`config.mk`:
```
export PLATFORM = sky130hd
export DESIGN_NAME = mcu_cpu_port
export DESIGN_NICKNAME = d
export VERILOG_FILES = /design/src/rtl/mcu_cpu_port_pkg.sv /design/src/rtl/mcu_cpu_port.sv
export SDC_FILE = /design/constraint.sdc
export NUM_CORES = 1
export LEC_CHECK = 0
export CORE_ASPECT_RATIO = 1.25
export CORE_UTILIZATION = 40
export DETAILED_ROUTE_END_ITERATION = 10
export PLACE_DENSITY = 0.77
export SETUP_SLACK_MARGIN = 0.3
export SKIP_LAST_GASP = 1
export SLEW_MARGIN = 20
export SYNTH_ARGS = -nofsm -noshare
export SYNTH_HDL_FRONTEND = slang
export SYNTH_SLANG_ARGS = --single-unit
```
`constraint.sdc`:
```
create_clock -name MCU_CLK -period 4.7 [get_ports MCU_CLK]
set_clock_uncertainty 0.05 [all_clocks]
set_input_delay 0.94 -clock MCU_CLK [delete_from_list [all_inputs] [get_ports MCU_CLK]]
set_output_delay 0.94 -clock MCU_CLK [all_outputs]
set_load 0.1 [all_outputs]
```
`src/rtl/mcu_cpu_port_pkg.sv`:
```
// Shared definitions for the CPU memory port: state encoding, read timing and bus widths.
package mcu_cpu_port_pkg;

  localparam int unsigned AddrW        = 26;
  localparam int unsigned DataW        = 32;
  localparam int unsigned PhaseW       = 3;

  // Backend read latency used when the instantiator does not override it (legal 1..3).
  localparam int unsigned RdLatDefault = 2;

  // Cycle offsets, counted from the accept cycle, at which each read word is presented.
  localparam int unsigned RdOff0       = 4;
  localparam int unsigned RdOff1       = 5;

  typedef enum logic [2:0] {
    StIdle,
    StWrite,
    StRlead,
    StRd0,
    StRd1,
    StRearm
  } state_e;

  // Second word of a read pair: same address with bit 0 inverted.
  function automatic logic [AddrW-1:0] pair_addr(input logic [AddrW-1:0] a);
    return {a[AddrW-1:1], ~a[0]};
  endfunction

endpackage

```
`src/rtl/mcu_cpu_port.sv`:
```
// CPU-side memory port: grants the bus when idle and not held by DMA, accepts one request,
// issues a single write or a two-word read pair to the backend, then rearms once the
// initiator has dropped its request.
module mcu_cpu_port
  import mcu_cpu_port_pkg::*;
#(
  parameter int unsigned RD_LAT = RdLatDefault
) (
  input  logic             MCU_CLK,
  input  logic             RST,
  input  logic             dma_hold,
  output logic             dma_mcu_access,
  input  logic             mem_do_act,
  input  logic [AddrW-1:0] mem_addr,
  input  logic             mem_we,
  input  logic [DataW-1:0] mem_dataintomem,
  output logic             mem_ack,
  output logic [DataW-1:0] mem_datafrommem,
  output logic [AddrW-1:0] ram_addr,
  output logic             ram_re,
  output logic             ram_we,
  output logic [DataW-1:0] ram_wdata,
  input  logic [DataW-1:0] ram_rdata
);

  // Phase values (cycles since accept) at which strobes fire and read data is captured.
  localparam logic [PhaseW-1:0] LeadLast = PhaseW'(RdOff0 - 1);
  localparam logic [PhaseW-1:0] ReP0     = PhaseW'(RdOff0 - RD_LAT);
  localparam logic [PhaseW-1:0] ReP1     = PhaseW'(RdOff1 - RD_LAT);

  state_e            state_q, state_d;
  logic [PhaseW-1:0] phase_q, phase_d;
  logic [AddrW-1:0]  addr_q, addr_d, base_addr;
  logic              grant_q, grant_d;
  logic              ack_q, ack_d;
  logic              re_q, re_d;
  logic              we_q, we_d;
  logic [AddrW-1:0]  raddr_q, raddr_d;
  logic [DataW-1:0]  wdata_q, wdata_d;
  logic [DataW-1:0]  rdout_q, rdout_d;
  logic              accept, rd_next, hit0, hit1, capture;

  // Next-state: accept in IDLE, sequence write or read pair, rearm on a low request.
  always_comb begin
    state_d = state_q;
    phase_d = phase_q;
    accept  = 1'b0;
    case (state_q)
      StIdle: begin
        if (grant_q && mem_do_act) begin
          accept  = 1'b1;
          state_d = mem_we ? StWrite : StRlead;
          phase_d = PhaseW'(1);
        end
      end
      StWrite: begin
        state_d = StRearm;
        phase_d = '0;
      end
      StRlead: begin
        phase_d = phase_q + PhaseW'(1);
        if (phase_q == LeadLast) state_d = StRd0;
      end
      StRd0: begin
        phase_d = phase_q + PhaseW'(1);
        state_d = StRd1;
      end
      StRd1: begin
        phase_d = '0;
        state_d = StRearm;
      end
      StRearm: begin
        // A request still held from the last transaction must drop before re-granting.
        if (!mem_do_act) state_d = StIdle;
      end
      default: begin
        state_d = StIdle;
        phase_d = '0;
      end
    endcase
  end

  // Next values of the registered outputs and the request latch.
  always_comb begin
    // At the accept edge the latch is not loaded yet, so take the address from the bus.
    base_addr = accept ? mem_addr : addr_q;
    addr_d    = base_addr;
    rd_next   = (state_d inside {StRlead, StRd0, StRd1});
    hit0      = rd_next && (phase_d == ReP0);
    hit1      = rd_next && (phase_d == ReP1);
    re_d      = hit0 | hit1;
    we_d      = accept & mem_we;
    raddr_d   = raddr_q;
    if (we_d || hit0) begin
      raddr_d = base_addr;
    end else if (hit1) begin
      raddr_d = pair_addr(base_addr);
    end
    wdata_d   = we_d ? mem_dataintomem : wdata_q;
    // Capture each word on the edge before the cycle in which it must be shown.
    capture   = ((state_q == StRlead) && (phase_q == LeadLast)) || (state_q == StRd0);
    rdout_d   = capture ? ram_rdata : rdout_q;
    // Grant follows the next state so it drops on the same edge that accepts.
    grant_d   = (state_d == StIdle) && !dma_hold;
    ack_d     = accept;
  end

  // State and output registers, all cleared by the asynchronous reset.
  always_ff @(posedge MCU_CLK or posedge RST) begin
    if (RST) begin
      state_q <= StIdle;
      phase_q <= '0;
      addr_q  <= '0;
      grant_q <= 1'b0;
      ack_q   <= 1'b0;
      re_q    <= 1'b0;
      we_q    <= 1'b0;
      raddr_q <= '0;
      wdata_q <= '0;
      rdout_q <= '0;
    end else begin
      state_q <= state_d;
      phase_q <= phase_d;
      addr_q  <= addr_d;
      grant_q <= grant_d;
      ack_q   <= ack_d;
      re_q    <= re_d;
      we_q    <= we_d;
      raddr_q <= raddr_d;
      wdata_q <= wdata_d;
      rdout_q <= rdout_d;
    end
  end

  assign dma_mcu_access  = grant_q;
  assign mem_ack         = ack_q;
  assign mem_datafrommem = rdout_q;
  assign ram_addr        = raddr_q;
  assign ram_re          = re_q;
  assign ram_we          = we_q;
  assign ram_wdata       = wdata_q;

endmodule
```
==> qor.csv <==
stage,metric,value,unit
synth,ys_seq_area_share,62.8,%
cts,cts.sinks,126,
routing,ant_nets,0,
routing,post_drt_wl_per_cell,16.2,um
floorplanning,die_w,102,um
floorplanning,die_height,127,um
synth,synth_largest_area_cell,dfrtp_1,
global_routing,grt_pass1_wl,17300,um
critical_path,path_cells,clkdlybuf4s50_1 > nand2_1 > and2b_4 > nand2_4 > nand2_4 > mux2_2,
critical_path,cpPeakStageDelay,0.65,ns
critical_path,crit_path_start_kind,input pin,
routing,totalWireLength,10900,um
run_status,status,completed,
synth,yosys-top-cells-area,"dfrtp_1 (63%), mux2_2 (16%), mux2_4 (13%)",
cells_and_area,mostFrequentLayoutCells,"clkdlybuf4s50_1 (188), dfrtp_1 (126), mux2_2 (72)",
cts,max-clock-path-buffers,2,
cts,cts.repair.resized,0,
timing,fmax,300,MHz
routing,drc,0,
global_routing,antenna_found_initial,0,
floorplanning,die_area,0.0130,sq mm
cts,cts_buffers,17,
cts,cts-root-buf,clkbuf_16,
timing,whs,0.438,ns
timing,setup_viol,0,
critical_path,cp-end-kind,flip-flop,
timing,slew_viol_final,0,
routing,drt_pass1_iterations,4,
synth,avgSynthCellArea,16.8,sq um
timing,period_minus_slack,3.33,ns
global_routing,grt_max_degree,68,
cells_and_area,nets,592,
timing,rsz0062_at_grt,false,
hold_path,hold_class,flip-flop to flip-flop,
cts,cts_tree,yes,
placed_design,port_buffers,188,
timing,worstMarginPinSlew,1.03,ns
cts,clock_latency,0.40,ns
power_and_ir_drop,pwr_density_cell,480,mW/mm^2
synth,ys_ff_latch,126,
critical_path,critPathSlowestCell,and2b_4,
critical_path,worst_ep_required_time,4.93,ns
routing,viasPerCell,4.71,
critical_path,criticalPathCategory,input pin to flip-flop,
power_and_ir_drop,ir_worst_vdd,0.301,mV
cells_and_area,fillers,959,
cts,cts_hold_buf,0,
cts,cts_setup_buffers,0,
floorplanning,core-area,0.0122,sq mm
power_and_ir_drop,leakage,3.56,nW
global_routing,track_usage,17.7,%
floorplanning,rows,45,
cells_and_area,layout-drive-gt1-share,30.3,%
timing,finalSetupTns,0,ns
timing,fin_crit_sh,70.9,%
critical_path,critPathMaxFanout,37,
placed_design,place_area,0.00701,sq mm
global_routing,grt_pass1_vias,3486,
synth,syn_inst,299,
floorplanning,initial_utilization,41.3,%
synth,ys_types,32,
cells_and_area,syn2layout_area_growth,51.8,%
cells_and_area,final_common_cell,clkdlybuf4s50_1,
cells_and_area,antenna_cells,0,
job,maxCapViolations,0,
cts,h-tree-depth,4,
floorplanning,num_io_pins,189,
synth,yosysWarnings,0,
synth,syn_nets,396,
placed_design,place.gp.congestion,0.690,
routing,routed-via-count,3164,
cts,clkTransAtPathRegs,0.05,ns
placed_design,hpwl,7670,um
power_and_ir_drop,p_total,3.66,mW
timing,finalHoldViolations,0,
critical_path,critPathArrivalTime,3.56,ns
synth,yosys.area.top_type_share,62.8,%
cells_and_area,final_area,0.00762,sq mm
global_routing,grt_overflow_total,0,
synth,syn-cell-area,0.00502,sq mm
routing,dr.first_iter.drc_count,103,
timing,slew-limit-headroom,31.3,%
critical_path,crit_top_cell,nand2_4,
-- power breakdown --
| group | switching, mW | internal, mW |
|---|---|---|
| Combinational | 0.679 | 0.338 |
| Clock | 0.448 | 0.874 |
| Sequential | 0.0778 | 1.24 |
-- final cells by class --
class                   count  area [sq um]  share of cell area, %
flip-flops and latches    126          3150                   41.4
repair buffers            190          1910                   25.1
multi-input cells         154          1720                   22.5
clock buffers              22           474                   6.22
well taps                 164           205                   2.69
clock inverters            10           136                   1.79
inverters                   6          25.0                  0.328
-- cell usage after synthesis --
cell type	n
a21o_1	2
a21oi_1	1
a31oi_1	2
and2b_4	1
and3_1	1
buf_12	3
buf_2	6
buf_4	1
buf_6	3
dfrtp_1	126
ha_1	2
inv_1	6
mux2_2	72
mux2_4	42
mux2i_1	1
nand2_1	5
nand2_4	2
nand2b_1	1
nand3_1	5
nand3_2	1
nand4_1	1
nand4b_1	2
nor2_1	4
nor2_2	1
nor2b_1	1
nor3_2	1
nor3b_1	1
nor4_1	1
o211ai_1	1
o21a_1	1
o311ai_0	1
or3_1	1
-- cell families after synthesis --
logic type / synth area share [%]
fa+ha+maj: 0.498
buf+inv: 3.07
compound gates: 1.12
flops: 62.8
simple gates: 3.59
mux: 28.9
-- through the flow --
step	setup slack (ns)	utilization, %	cells
2_1_floorplan	0.354	-	299
3_3_place_gp	0.944	57.6	640
3_5_place_dp	0.894	57.6	640
4_1_cts	1.33	62.6	672
5_1_grt	1.23	62.6	672
6_report	1.37	62.6	672
-- routing by layer --
metal | global-route usage, % | up-vias | routed length (um)
li1 | - | 1440 | -
met1 | 20.1 | 1607 | 4280
met2 | 30.3 | 105 | 5740
met3 | 6.40 | 12 | 698
met4 | 6.47 | 0 | 157
met5 | 0 | - | 0
-- final timing paths --
path / startpoint / endpoint / slack (ns) / cells past startpoint
setup / recovery: mem_do_act / ram_addr[25] / 1.37 / 6
hold / removal: addr_q[1] / addr_q[1] / 0.44 / 1
setup reg to reg: state_q[2] / ram_addr[25] / 1.84 / 5
hold reg to reg: addr_q[1] / addr_q[1] / 0.44 / 1
max in group asynchronous: RST / mem_datafrommem[6] / 2.77 / 3
min in group asynchronous: RST / mem_datafrommem[22] / 0.98 / 2
-- registers in the layout, indices dropped and copies added (netlist names) --
name / cells
state_q: 3
addr_q: 26
phase_q: 3
mem_datafrommem: 32
ram_we: 1
ram_addr: 26
mem_ack: 1
dma_mcu_access: 1
ram_wdata: 32
ram_re: 1
-- worst max-delay path: cells and delay by family --
kind                   cells  cell delay (ns)
buffers and inverters      1             0.50
multiplexers               1             0.39
AND/OR/NAND/NOR            4             1.70
No activity file was read; power rests on OpenSTA's default activity.
